### config.mk
export PLATFORM = sky130hd
export DESIGN_NAME = read_resp_router
export DESIGN_NICKNAME = d
export VERILOG_FILES = /design/src/rtl/axi_ic_pkg.sv /design/src/rtl/rd_track_fifo.sv /design/src/rtl/read_resp_router.sv
export SDC_FILE = /design/constraint.sdc
export NUM_CORES = 1
export LEC_CHECK = 0
export BUFFER_PORTS_ARGS = -buffer_cell sky130_fd_sc_hd__clkbuf_2
export CORE_ASPECT_RATIO = 0.6
export CORE_MARGIN = 2
export CORE_UTILIZATION = 41
export DETAILED_ROUTE_END_ITERATION = 8
export PLACE_DENSITY = 0.88
export SLEW_MARGIN = 20
export SYNTH_ARGS = -nofsm -noshare
export SYNTH_HDL_FRONTEND = slang
export SYNTH_HIERARCHICAL = 1
export SYNTH_SLANG_ARGS = --single-unit
### constraint.sdc
create_clock -name clk -period 3 [get_ports clk]
set_input_delay 0.9 -clock clk [delete_from_list [all_inputs] [get_ports clk]]
set_output_delay 0.9 -clock clk [all_outputs]
set_load 0.1 [all_outputs]
### src/rtl/axi_ic_pkg.sv
// Shared interconnect types and sizing for the read-response path.
// Master/slave counts, index widths, arbiter state encoding and response codes.
package axi_ic_pkg;
  localparam int M      = 2;
  localparam int S      = 2;
  localparam int MIDX_W = (M > 1) ? $clog2(M) : 1;
  localparam int SIDX_W = (S > 1) ? $clog2(S) : 1;
  localparam int RESP_W = 2;

  typedef enum logic {
    IDLE,
    BURST
  } rr_state_t;

  localparam logic [RESP_W-1:0] RESP_OKAY   = 2'b00;
  localparam logic [RESP_W-1:0] RESP_SLVERR = 2'b10;
endpackage

### src/rtl/rd_track_fifo.sv
// In-order tracker of the master index owning each outstanding read at one slave.
// Head is combinational; a push while full is dropped even if a pop occurs that cycle.
module rd_track_fifo #(
  parameter int WIDTH = 1,
  parameter int DEPTH = 4
) (
  input  logic                       clk,
  input  logic                       rst,
  input  logic                       push,
  input  logic [WIDTH-1:0]           push_data,
  input  logic                       pop,
  output logic [WIDTH-1:0]           head,
  output logic [$clog2(DEPTH+1)-1:0] count,
  output logic                       full,
  output logic                       empty
);
  localparam int PW = (DEPTH > 1) ? $clog2(DEPTH) : 1;
  localparam int CW = $clog2(DEPTH + 1);

  logic [WIDTH-1:0] mem [DEPTH];
  logic [PW-1:0]    wr_ptr, rd_ptr;
  logic             do_push, do_pop;

  assign full    = (count == CW'(DEPTH));
  assign empty   = (count == '0);
  assign do_push = push && !full;
  assign do_pop  = pop && !empty;
  assign head    = mem[rd_ptr];

  always_ff @(posedge clk or posedge rst) begin
    if (rst) begin
      wr_ptr <= '0;
      rd_ptr <= '0;
      count  <= '0;
    end else begin
      if (do_push) wr_ptr <= (wr_ptr == PW'(DEPTH - 1)) ? '0 : wr_ptr + 1'b1;
      if (do_pop)  rd_ptr <= (rd_ptr == PW'(DEPTH - 1)) ? '0 : rd_ptr + 1'b1;
      case ({do_push, do_pop})
        2'b10:   count <= count + 1'b1;
        2'b01:   count <= count - 1'b1;
        default: count <= count;
      endcase
    end
  end

  always_ff @(posedge clk) begin
    if (do_push) mem[wr_ptr] <= push_data;
  end
endmodule

### src/rtl/read_resp_router.sv
// Routes slave R bursts back to the master that issued each read; per-master round-robin, burst-locked.
// Zero-latency combinational forward; a slave stalls while its head master is busy or its tracker is empty.
module read_resp_router
  import axi_ic_pkg::*;
#(
  parameter int NUM_OUTSTANDING_TRANS = 4,
  parameter int ID_WIDTH              = 4,
  parameter int DATA_WIDTH            = 32
) (
  input  logic                    clk,
  input  logic                    rst,
  input  logic                    ar_fire,
  input  logic [MIDX_W-1:0]       ar_master,
  input  logic [SIDX_W-1:0]       ar_slave,
  output logic [S-1:0]            ar_ready,
  input  logic [S-1:0]            s_rvalid,
  input  logic [S*DATA_WIDTH-1:0] s_rdata,
  input  logic [S*ID_WIDTH-1:0]   s_rid,
  input  logic [S*RESP_W-1:0]     s_rresp,
  input  logic [S-1:0]            s_rlast,
  output logic [S-1:0]            s_rready,
  output logic [M-1:0]            m_rvalid,
  output logic [M*DATA_WIDTH-1:0] m_rdata,
  output logic [M*ID_WIDTH-1:0]   m_rid,
  output logic [M*RESP_W-1:0]     m_rresp,
  output logic [M-1:0]            m_rlast,
  input  logic [M-1:0]            m_rready,
  output logic                    err_unexpected
);
  localparam int CNT_W = $clog2(NUM_OUTSTANDING_TRANS + 1);

  logic [S-1:0][MIDX_W-1:0] head;
  logic [S-1:0][CNT_W-1:0]  count;
  logic [S-1:0]             empty, full, push, pop, err_set;
  logic [M-1:0][SIDX_W-1:0] sel;
  logic [M-1:0]             sel_vld;

  for (genvar s = 0; s < S; s++) begin : g_slv
    assign push[s]     = ar_fire && (ar_slave == SIDX_W'(s));
    assign pop[s]      = s_rvalid[s] && s_rready[s] && s_rlast[s];
    assign ar_ready[s] = !rst && (count[s] != CNT_W'(NUM_OUTSTANDING_TRANS));
    assign err_set[s]  = (s_rvalid[s] && empty[s]) || (push[s] && full[s]);

    rd_track_fifo #(.WIDTH(MIDX_W), .DEPTH(NUM_OUTSTANDING_TRANS)) u_trk (
      .clk       (clk),
      .rst       (rst),
      .push      (push[s]),
      .push_data (ar_master),
      .pop       (pop[s]),
      .head      (head[s]),
      .count     (count[s]),
      .full      (full[s]),
      .empty     (empty[s])
    );
  end

  always_ff @(posedge clk or posedge rst) begin
    if (rst)           err_unexpected <= 1'b0;
    else if (|err_set) err_unexpected <= 1'b1;
  end

  for (genvar m = 0; m < M; m++) begin : g_mst
    rr_state_t         state_q, state_d;
    logic [SIDX_W-1:0] owner_q, owner_d, rr_q, rr_d, sel_c;
    logic              vld_c;
    logic [S-1:0]      req;

    always_comb begin
      req = '0;
      for (int s = 0; s < S; s++)
        req[s] = s_rvalid[s] && !empty[s] && (head[s] == MIDX_W'(m));
    end

    always_ff @(posedge clk or posedge rst) begin
      if (rst) begin
        state_q <= IDLE;
        owner_q <= '0;
        rr_q    <= '0;
      end else begin
        state_q <= state_d;
        owner_q <= owner_d;
        rr_q    <= rr_d;
      end
    end

    always_comb begin
      int idx;
      idx     = 0;
      state_d = state_q;
      owner_d = owner_q;
      rr_d    = rr_q;
      sel_c   = '0;
      vld_c   = 1'b0;
      case (state_q)
        IDLE: begin
          for (int k = 0; k < S; k++) begin
            idx = (int'(rr_q) + k) % S;
            if (!vld_c && req[idx]) begin
              vld_c = 1'b1;
              sel_c = SIDX_W'(idx);
            end
          end
          if (vld_c && m_rready[m]) begin
            rr_d = SIDX_W'((int'(sel_c) + 1) % S);
            // Multi-beat burst locks this master to the winning slave until RLAST.
            if (!s_rlast[sel_c]) begin
              owner_d = sel_c;
              state_d = BURST;
            end
          end
        end
        BURST: begin
          sel_c = owner_q;
          vld_c = req[owner_q];
          if (vld_c && m_rready[m] && s_rlast[owner_q]) state_d = IDLE;
        end
        default: state_d = IDLE;
      endcase
    end

    assign sel[m]     = sel_c;
    assign sel_vld[m] = vld_c;
    assign m_rvalid[m] = vld_c;
    assign m_rdata[m*DATA_WIDTH +: DATA_WIDTH] =
      vld_c ? s_rdata[int'(sel_c)*DATA_WIDTH +: DATA_WIDTH] : '0;
    assign m_rid[m*ID_WIDTH +: ID_WIDTH] =
      vld_c ? s_rid[int'(sel_c)*ID_WIDTH +: ID_WIDTH] : '0;
    assign m_rresp[m*RESP_W +: RESP_W] =
      vld_c ? s_rresp[int'(sel_c)*RESP_W +: RESP_W] : '0;
    assign m_rlast[m] = vld_c ? s_rlast[sel_c] : 1'b0;
  end

  // A slave only ever talks to its head master, so each s_rready has a single source.
  always_comb begin
    s_rready = '0;
    for (int s = 0; s < S; s++) begin
      if (!empty[s] && sel_vld[head[s]] && (sel[head[s]] == SIDX_W'(s)))
        s_rready[s] = m_rready[head[s]];
    end
  end
endmodule

==> flow_summary.ini, run 1 <==
[clock_network]
cts_resized = 96
cts_root_buf = clkbuf_16
clock_path_buffers = 2
holdBufCountCts = 0
htreeDepth = 2
cts_sinks = 29
cts_setup_buffers = 12
numCtsBuffers = 5

[placement]
portBuffers = 171
dp_hpwl_um = 12750
place_area_um2 = 6655
gp_congestion = 0.8369
place_ws_ns = -0.3270

[die]
ioPinCount = 172
die_w_um = 114.3
dieHeight_um = 70.18
rows = 24
initial_core_util_pct = 41.70

[outcome]
stop_stage = clock tree synthesis
stop_error = [ERROR DPL-0038] Utilization greater than 100%, impossible to legalize
status = did not finish

[logic_synthesis]
synthTopCellsByArea = nand2_1 (20%), dfrtp_1 (18%), a21oi_1 (14%), edfxtp_1 (8.0%), ha_1 (5.0%)
synth_common_cells = nand2_1 (158), a21oi_1 (83), dfrtp_1 (21), inv_1 (20), clkbuf_1 (13)
synthCells = 429
synthArstFlopShare_pct = 72.41
synth-seq-cells = 29
synth.yosys.seq_area_share_pct = 25.59
syn_avg_cell_area_um2 = 6.976
synth_top_cell_by_area = nand2_1
yosysTopAreaCellShare_pct = 19.82
yosys_warnings = 6
netlist_area_um2 = 2993
synth.distinct_cells = 49
synth_edf_count = 8
yosysMostFrequentCell = nand2_1
synthFlopType = dfrtp_1
synth_fp_nets = 530
kinds of logic after synthesis:
kind of cell | after synthesis | share of synthesized area (%)
and+or+nand+nor | 211 | 32.61
buffers and inverters | 48 | 7.233
AOI/OAI and AO/OA | 106 | 20.23
adders and majority gates | 14 | 6.354
muxes | 15 | 6.229
DFF | 29 | 25.59
xor gates and xnor gates | 6 | 1.756
stage by stage:
stage,TNS (ns),util (%),cells
3_5_place_dp,-21.61,92.73,711
3_3_place_gp,-16.86,92.73,711
2_1_floorplan,-24.71,-,429
==> inputs of run 2 (changes only) <==
--- a/config.mk
+++ b/config.mk
@@ -6,11 +6,10 @@
 export NUM_CORES = 1
 export LEC_CHECK = 0
 export BUFFER_PORTS_ARGS = -buffer_cell sky130_fd_sc_hd__clkbuf_2
-export CORE_ASPECT_RATIO = 0.6
 export CORE_MARGIN = 2
-export CORE_UTILIZATION = 41
+export CORE_UTILIZATION = 40
 export DETAILED_ROUTE_END_ITERATION = 8
-export PLACE_DENSITY = 0.88
+export PLACE_DENSITY_LB_ADDON = 0.15
 export SLEW_MARGIN = 20
 export SYNTH_ARGS = -nofsm -noshare
 export SYNTH_HDL_FRONTEND = slang
==> constraint.sdc (replaced) <==
create_clock -name clk -period 3.9 [get_ports clk]
set_input_delay 1.17 -clock clk [delete_from_list [all_inputs] [get_ports clk]]
set_output_delay 1.17 -clock clk [all_outputs]
set_load 0.1 [all_outputs]
==> flow_summary.ini, run 2 <==
[logic_synthesis]
yosysTopAreaCellShare_pct = 19.82
synthFlopType = dfrtp_1
synthCells = 429
netlist_area_um2 = 2993
synth_fp_nets = 530
syn_avg_cell_area_um2 = 6.976
synth.yosys.seq_area_share_pct = 25.59
yosysMostFrequentCell = nand2_1
yosys_warnings = 6
synth_top_cell_by_area = nand2_1
synth_edf_count = 8
synthTopCellsByArea = nand2_1 (20%), dfrtp_1 (18%), a21oi_1 (14%), edfxtp_1 (8.0%), ha_1 (5.0%)
synth_common_cells = nand2_1 (158), a21oi_1 (83), dfrtp_1 (21), inv_1 (20), clkbuf_1 (13)
synth.distinct_cells = 49
synth-seq-cells = 29
synthArstFlopShare_pct = 72.41

[grt]
overflow = 0
grt_max_degree = 40
grt_use_total_pct = 32.00
antenna_found_initial = 0
grt_pass1_vias = 4100
grt_pass1_wl_um = 21250

[finish]
largest_reg_flops = 8
fin_cells = 708
mostFrequentLayoutCell = nand2_1
regMostFlops = g_slv.u_trk/mem
syn2layout_area_growth_pct = 117.3
mostFrequentLayoutCells = nand2_1 (136), buf_12 (89), clkbuf_2 (88), a21oi_4 (64)
final_net_count = 709
drive_above_1_share_pct = 55.67
reg.largest.list = g_slv.u_trk/mem x8, g_slv.u_trk/count x6
antennaDiodeCount = 0

[critical_path]
crit_path_start_kind = primary input
cp_max_fo = 5
critPathMostFrequentCell = buf_6
cp_cell_sequence = buf_6, or3b_4, o31ai_4, buf_6, clkbuf_16, nand2_1, a21oi_4, buf_12
slowest_delay_ns = 0.41
end_kind = primary output
path_delay_family = buffers and inverters
cp_slowest_cell = or3b_4
critical_path_required_ns = 2.73
path_class = in2out
cp_num_buf_inv = 4
cp_data_arrival_time_ns = 2.75

[clock_network]
htreeDepth = 2
insertion_delay_ns = 0.29
cts_sinks = 29
cts_tree = built
clk_pin_slew_ns = 0.06
clock_path_buffers = 2
numCtsBuffers = 5
cts_root_buf = clkbuf_8

[sta]
rsz0062_at_grt = yes
slew-limit-headroom_pct = 63.34
max_freq_mhz = 255.2
tightest_slew_ns = 0.5523
post-route-period-util_pct = 100.5
setup_slack_ns = -0.01891
drv_slew = 0
finalHoldViolCount = 0
period_needed_ns = 3.919
finClkSkew_ns = 0.007409
setup_violations = 4

[placement]
dp_hpwl_um = 10110
portBuffers = 171
numPlacedInstances = 687
gp_congestion = 0.9413

[outcome]
violations = setup timing
status = finished with violations

[die]
initial_core_util_pct = 41.26
rows = 31
die-area_um2 = 8190
ioPinCount = 172
dieHeight_um = 90.50
core_area_um2 = 7253
die_w_um = 90.50

[route]
drtIter0Drc = 251
drc = 0
viasPerCell = 5.870
routed_wl_um = 15010
drtPass1Iterations = 5
drtAntennaViolNets = 0
vias = 4156
wire_per_inst_um = 21.21

[run]
drv_cap = 0

[hold_path]
hold_class = reg2reg
## run 2: cell counts after synthesis
Identical to the previous run, type by type.
## run 2: worst reg2reg max path, cell delays in order (launching register included)
cell and delay, ns:
dfrtp_2 0.40, mux4_2 0.59, nor3b_1 0.35, buf_4 0.21
nand3_1 0.12, o22ai_4 0.21, and2_1 0.20, nand2b_4 0.07
inv_1 0.06, ha_1 0.18, inv_1 0.06, fa_1 0.37
xor2_1 0.15, nor2_1 0.12, xor2_1 0.16
## run 2: logic make-up after synthesis
family / share of synthesized area (%)
AND/OR/NAND/NOR: 32.61
AO/OA/AOI/OAI: 20.23
buffers and inverters: 7.233
flip-flops: 25.59
multiplexers: 6.229
adder cells (fa/ha/maj): 6.354
XOR/XNOR: 1.756
## run 2: worst paths after layout
path	startpoint	end	slack, ns	cells after the start
max	s_rvalid[1]	m_rdata[13]	-0.02	8
min	g_slv[0].u_trk/count[2]$_DFFE_PP0P_	g_slv[0].u_trk/count[2]$_DFFE_PP0P_	0.53	1
max reg2reg	g_slv[0].u_trk/rd_ptr[0]$_DFFE_PP0P_	g_slv[0].u_trk/count[2]$_DFFE_PP0P_	0.57	14
min reg2reg	g_slv[0].u_trk/count[2]$_DFFE_PP0P_	g_slv[0].u_trk/count[2]$_DFFE_PP0P_	0.53	1
max in group asynchronous	rst	g_mst[0].owner_q$_DFFE_PP0P_	2.74	2
min in group asynchronous	rst	g_slv[0].u_trk/wr_ptr[1]$_DFFE_PP0P_	0.89	2
## run 2: area by class of cell
type                            instances  area (um^2)
Multi-Input combinational cell        352         2914
Timing Repair Buffer                  199         2500
Sequential cell                        29        767.0
Fill cell                             279        749.5
Tap cell                               99        123.9
Clock buffer                            6        82.58
Inverter                               21        78.83
Clock inverter                          2        37.54
## run 2: per-layer routing
metal / global-route usage (%) / share of wire, % / up-vias
met2: 60.20 / 51 / 248
met4: 12.69 / 6.0 / 0
met5: 0 / 0 / -
li1: - / - / 1800
met3: 4.841 / 7.1 / 77
met1: 35.77 / 35 / 2031
## run 2: per-stage QoR
step | TNS (ns) | worst slack [ns] | utilization, % | instance area (um^2) | hold slack [ns]
after floorplan | -3.096 | -0.2067 | - | 3796 | 0.4753
after global placement | 0 | 0.05986 | 83.92 | 6087 | 0.4943
after detailed placement | -0.01293 | -0.008227 | 83.92 | 6087 | 0.5121
after CTS | 0 | 0.002371 | 86.37 | 6265 | 0.5279
after global routing | -0.6292 | -0.04354 | 89.67 | 6504 | 0.5598
final | -0.04009 | -0.01891 | 89.67 | 6504 | 0.5280
## run 2: timing repair
item / 4_1_cts / 5_1_grt
pin swaps: 1 / 41
hold buffers: 0 / 0
gates cloned: 1 / 6
hold endpoints to repair: 0 / 0
setup buffers: 4 / 2
resized for setup: 1 / 34
setup endpoints to repair: 39 / 40
Power of run 2 is not shown: default switching activity piles up to over one toggle a cycle in this logic, so the estimate is an artifact.
==> inputs of run 3 (changes only) <==
--- a/config.mk
+++ b/config.mk
@@ -6,6 +6,7 @@
 export NUM_CORES = 1
 export LEC_CHECK = 0
 export BUFFER_PORTS_ARGS = -buffer_cell sky130_fd_sc_hd__clkbuf_2
+export CAP_MARGIN = 15
 export CORE_MARGIN = 2
 export CORE_UTILIZATION = 40
 export DETAILED_ROUTE_END_ITERATION = 8
==> constraint.sdc (replaced) <==
create_clock -name clk -period 3.9 [get_ports clk]
set_input_delay 0.195 -clock clk [delete_from_list [all_inputs] [get_ports clk]]
set_output_delay 0.195 -clock clk [all_outputs]
set_load 0.1 [all_outputs]
==> flow_summary.ini, run 3 (synthesis gave the netlist of run 2 again) <==
[critical_path]
cp_slowest_cell = nor3b_1
worstReg2RegEnd = g_slv[0].u_trk/count[2]$_DFFE_PP0P_
r2r_cells = 13
crit_start = g_slv[0].u_trk/rd_ptr[0]$_DFFE_PP0P_
regToRegStartpoint = g_slv[0].u_trk/rd_ptr[0]$_DFFE_PP0P_
crit_path_start_kind = flip-flop
end_kind = primary output
critical_path_required_ns = 3.70
cp_max_fo = 40
reg2reg_slack_ns = 0.54
cp_cell_sequence = mux4_2, nor3b_1, mux2i_1, o2bb2ai_2, buf_4, a21oi_1, clkbuf_2
path_class = reg2out
slowest_delay_ns = 0.61
cp_data_arrival_time_ns = 3.22

[die]
rows = 31
initial_core_util_pct = 41.26
core_area_um2 = 7253
dieHeight_um = 90.50
die_w_um = 90.50
die-area_um2 = 8190
ioPinCount = 172

[finish]
reg.largest.list = g_slv.u_trk/mem x8, g_slv.u_trk/count x6
final_net_count = 691
syn2layout_area_growth_pct = 35.12
drive_above_1_share_pct = 36.55
antennaDiodeCount = 0
mostFrequentLayoutCells = clkbuf_2 (170), nand2_1 (158), a21oi_1 (83), dfrtp_1 (21), inv_1 (20)
num-fill-cells = 751
regMostFlops = g_slv.u_trk/mem
largest_reg_flops = 8
mostFrequentLayoutCell = clkbuf_2

[sta]
drv_slew = 0
max_freq_mhz = 292.6
tns_ns = 0
rsz0062_at_grt = no
setup_slack_ns = 0.4822
tightest_slew_ns = 0.6886
period_needed_ns = 3.418
finalHoldViolCount = 0
slew-limit-headroom_pct = 53.99
setup_violations = 0
post-route-period-util_pct = 87.64
finClkSkew_ns = 0.005773

[route]
routed_wl_um = 9865
viasPerCell = 5.100
wire_per_inst_um = 14.30
drtPass1Iterations = 4
drc = 0
vias = 3519
drtIter0Drc = 170
drtAntennaViolNets = 0

[clock_network]
clock_path_buffers = 2
cts_resized = 0
numCtsBuffers = 5
cts_sinks = 29
htreeDepth = 2
cts_tree = built
insertion_delay_ns = 0.29
cts_root_buf = clkbuf_8
clk_pin_slew_ns = 0.07

[run]
drv_cap = 0

[placement]
dp_hpwl_um = 7551
portBuffers = 171
place_ws_ns = 0.5871
gp_congestion = 0.9092

[hold_path]
hold_path_end = g_slv[1].u_trk/mem[1]$_DFFE_PP_
min_from = ar_master
hold_class = in2reg
hold_path_depth = 1

[grt]
overflow = 0
antenna_found_initial = 0
grt_use_total_pct = 24.26
grt_pass1_vias = 3374
grt_pass1_wl_um = 16530
grt_max_degree = 41

[outcome]
status = finished clean
==> run 3: cell types whose count changed in the layout (fill, tap and decap cells not counted), moves of 2 or more <==
cell,before,now
a21oi_2,14,0
a21oi_4,64,0
buf_12,89,0
nand2_4,4,0
clkbuf_16,4,0
buf_4,12,10
nand2_2,18,0
nand2_1,136,158
a21oi_1,5,83
buf_6,4,0
clkbuf_2,88,170
==> run 3: cell type report <==
class	count	area [um^2]	area share [%]
Multi-Input combinational cell	352	2032	50.25
Timing Repair Buffer	181	935.9	23.14
Sequential cell	29	765.7	18.94
Tap cell	99	123.9	3.063
Inverter	21	78.83	1.949
Clock buffer	6	72.57	1.795
Clock inverter	2	35.03	0.8663
==> run 3: timing repair <==
item                                   CTS  global route
hold buffers                             1             0
buffers inserted                         0             0
endpoints found under the hold margin   21             0
==> run 3: critical path: cells and delay by family (launching register included) <==
kind	cells	cell delay, ns
AND/OR/NAND/NOR	1	0.61
buffers and inverters	2	0.77
multiplexers	2	0.78
AO/OA/AOI/OAI	2	0.36
flip-flops	1	0.40
==> run 3: layer usage <==
metal / vias up / wire [um] / track usage, %
met5: - / 0 / 0
met4: 0 / 243 / 8.590
met3: 22 / 537 / 3.673
met2: 132 / 4926 / 41.11
met1: 1614 / 4158 / 31.35
li1: 1751 / - / -
==> run 3: per-stage QoR <==
stage	hold WS, ns	instance area [um^2]	std cells	util (%)
after detailed placement	0.1969	3926	681	54.13
after global routing	0.2207	4044	690	55.75
final	0.1913	4044	690	55.75
after CTS	0.1880	4044	690	55.75
after global placement	0.1995	3926	681	54.13
after floorplan	-0.001602	2999	429	-
==> run 3: worst max-delay path by stage <==
stage	end	slack, ns	depth (start not counted)
final	m_rdata[16]	0.48	7
after global routing	g_slv[0].u_trk/count[2]$_DFFE_PP0P_	0.27	13
after CTS	m_rdata[16]	0.52	7
after detailed placement	g_slv[0].u_trk/count[2]$_DFFE_PP0P_	0.59	13
after global placement	g_slv[0].u_trk/count[2]$_DFFE_PP0P_	0.73	13
after floorplan	g_slv[0].u_trk/count[2]$_DFFE_PP0P_	0.12	13
Power of run 3 is left out for the same reason.
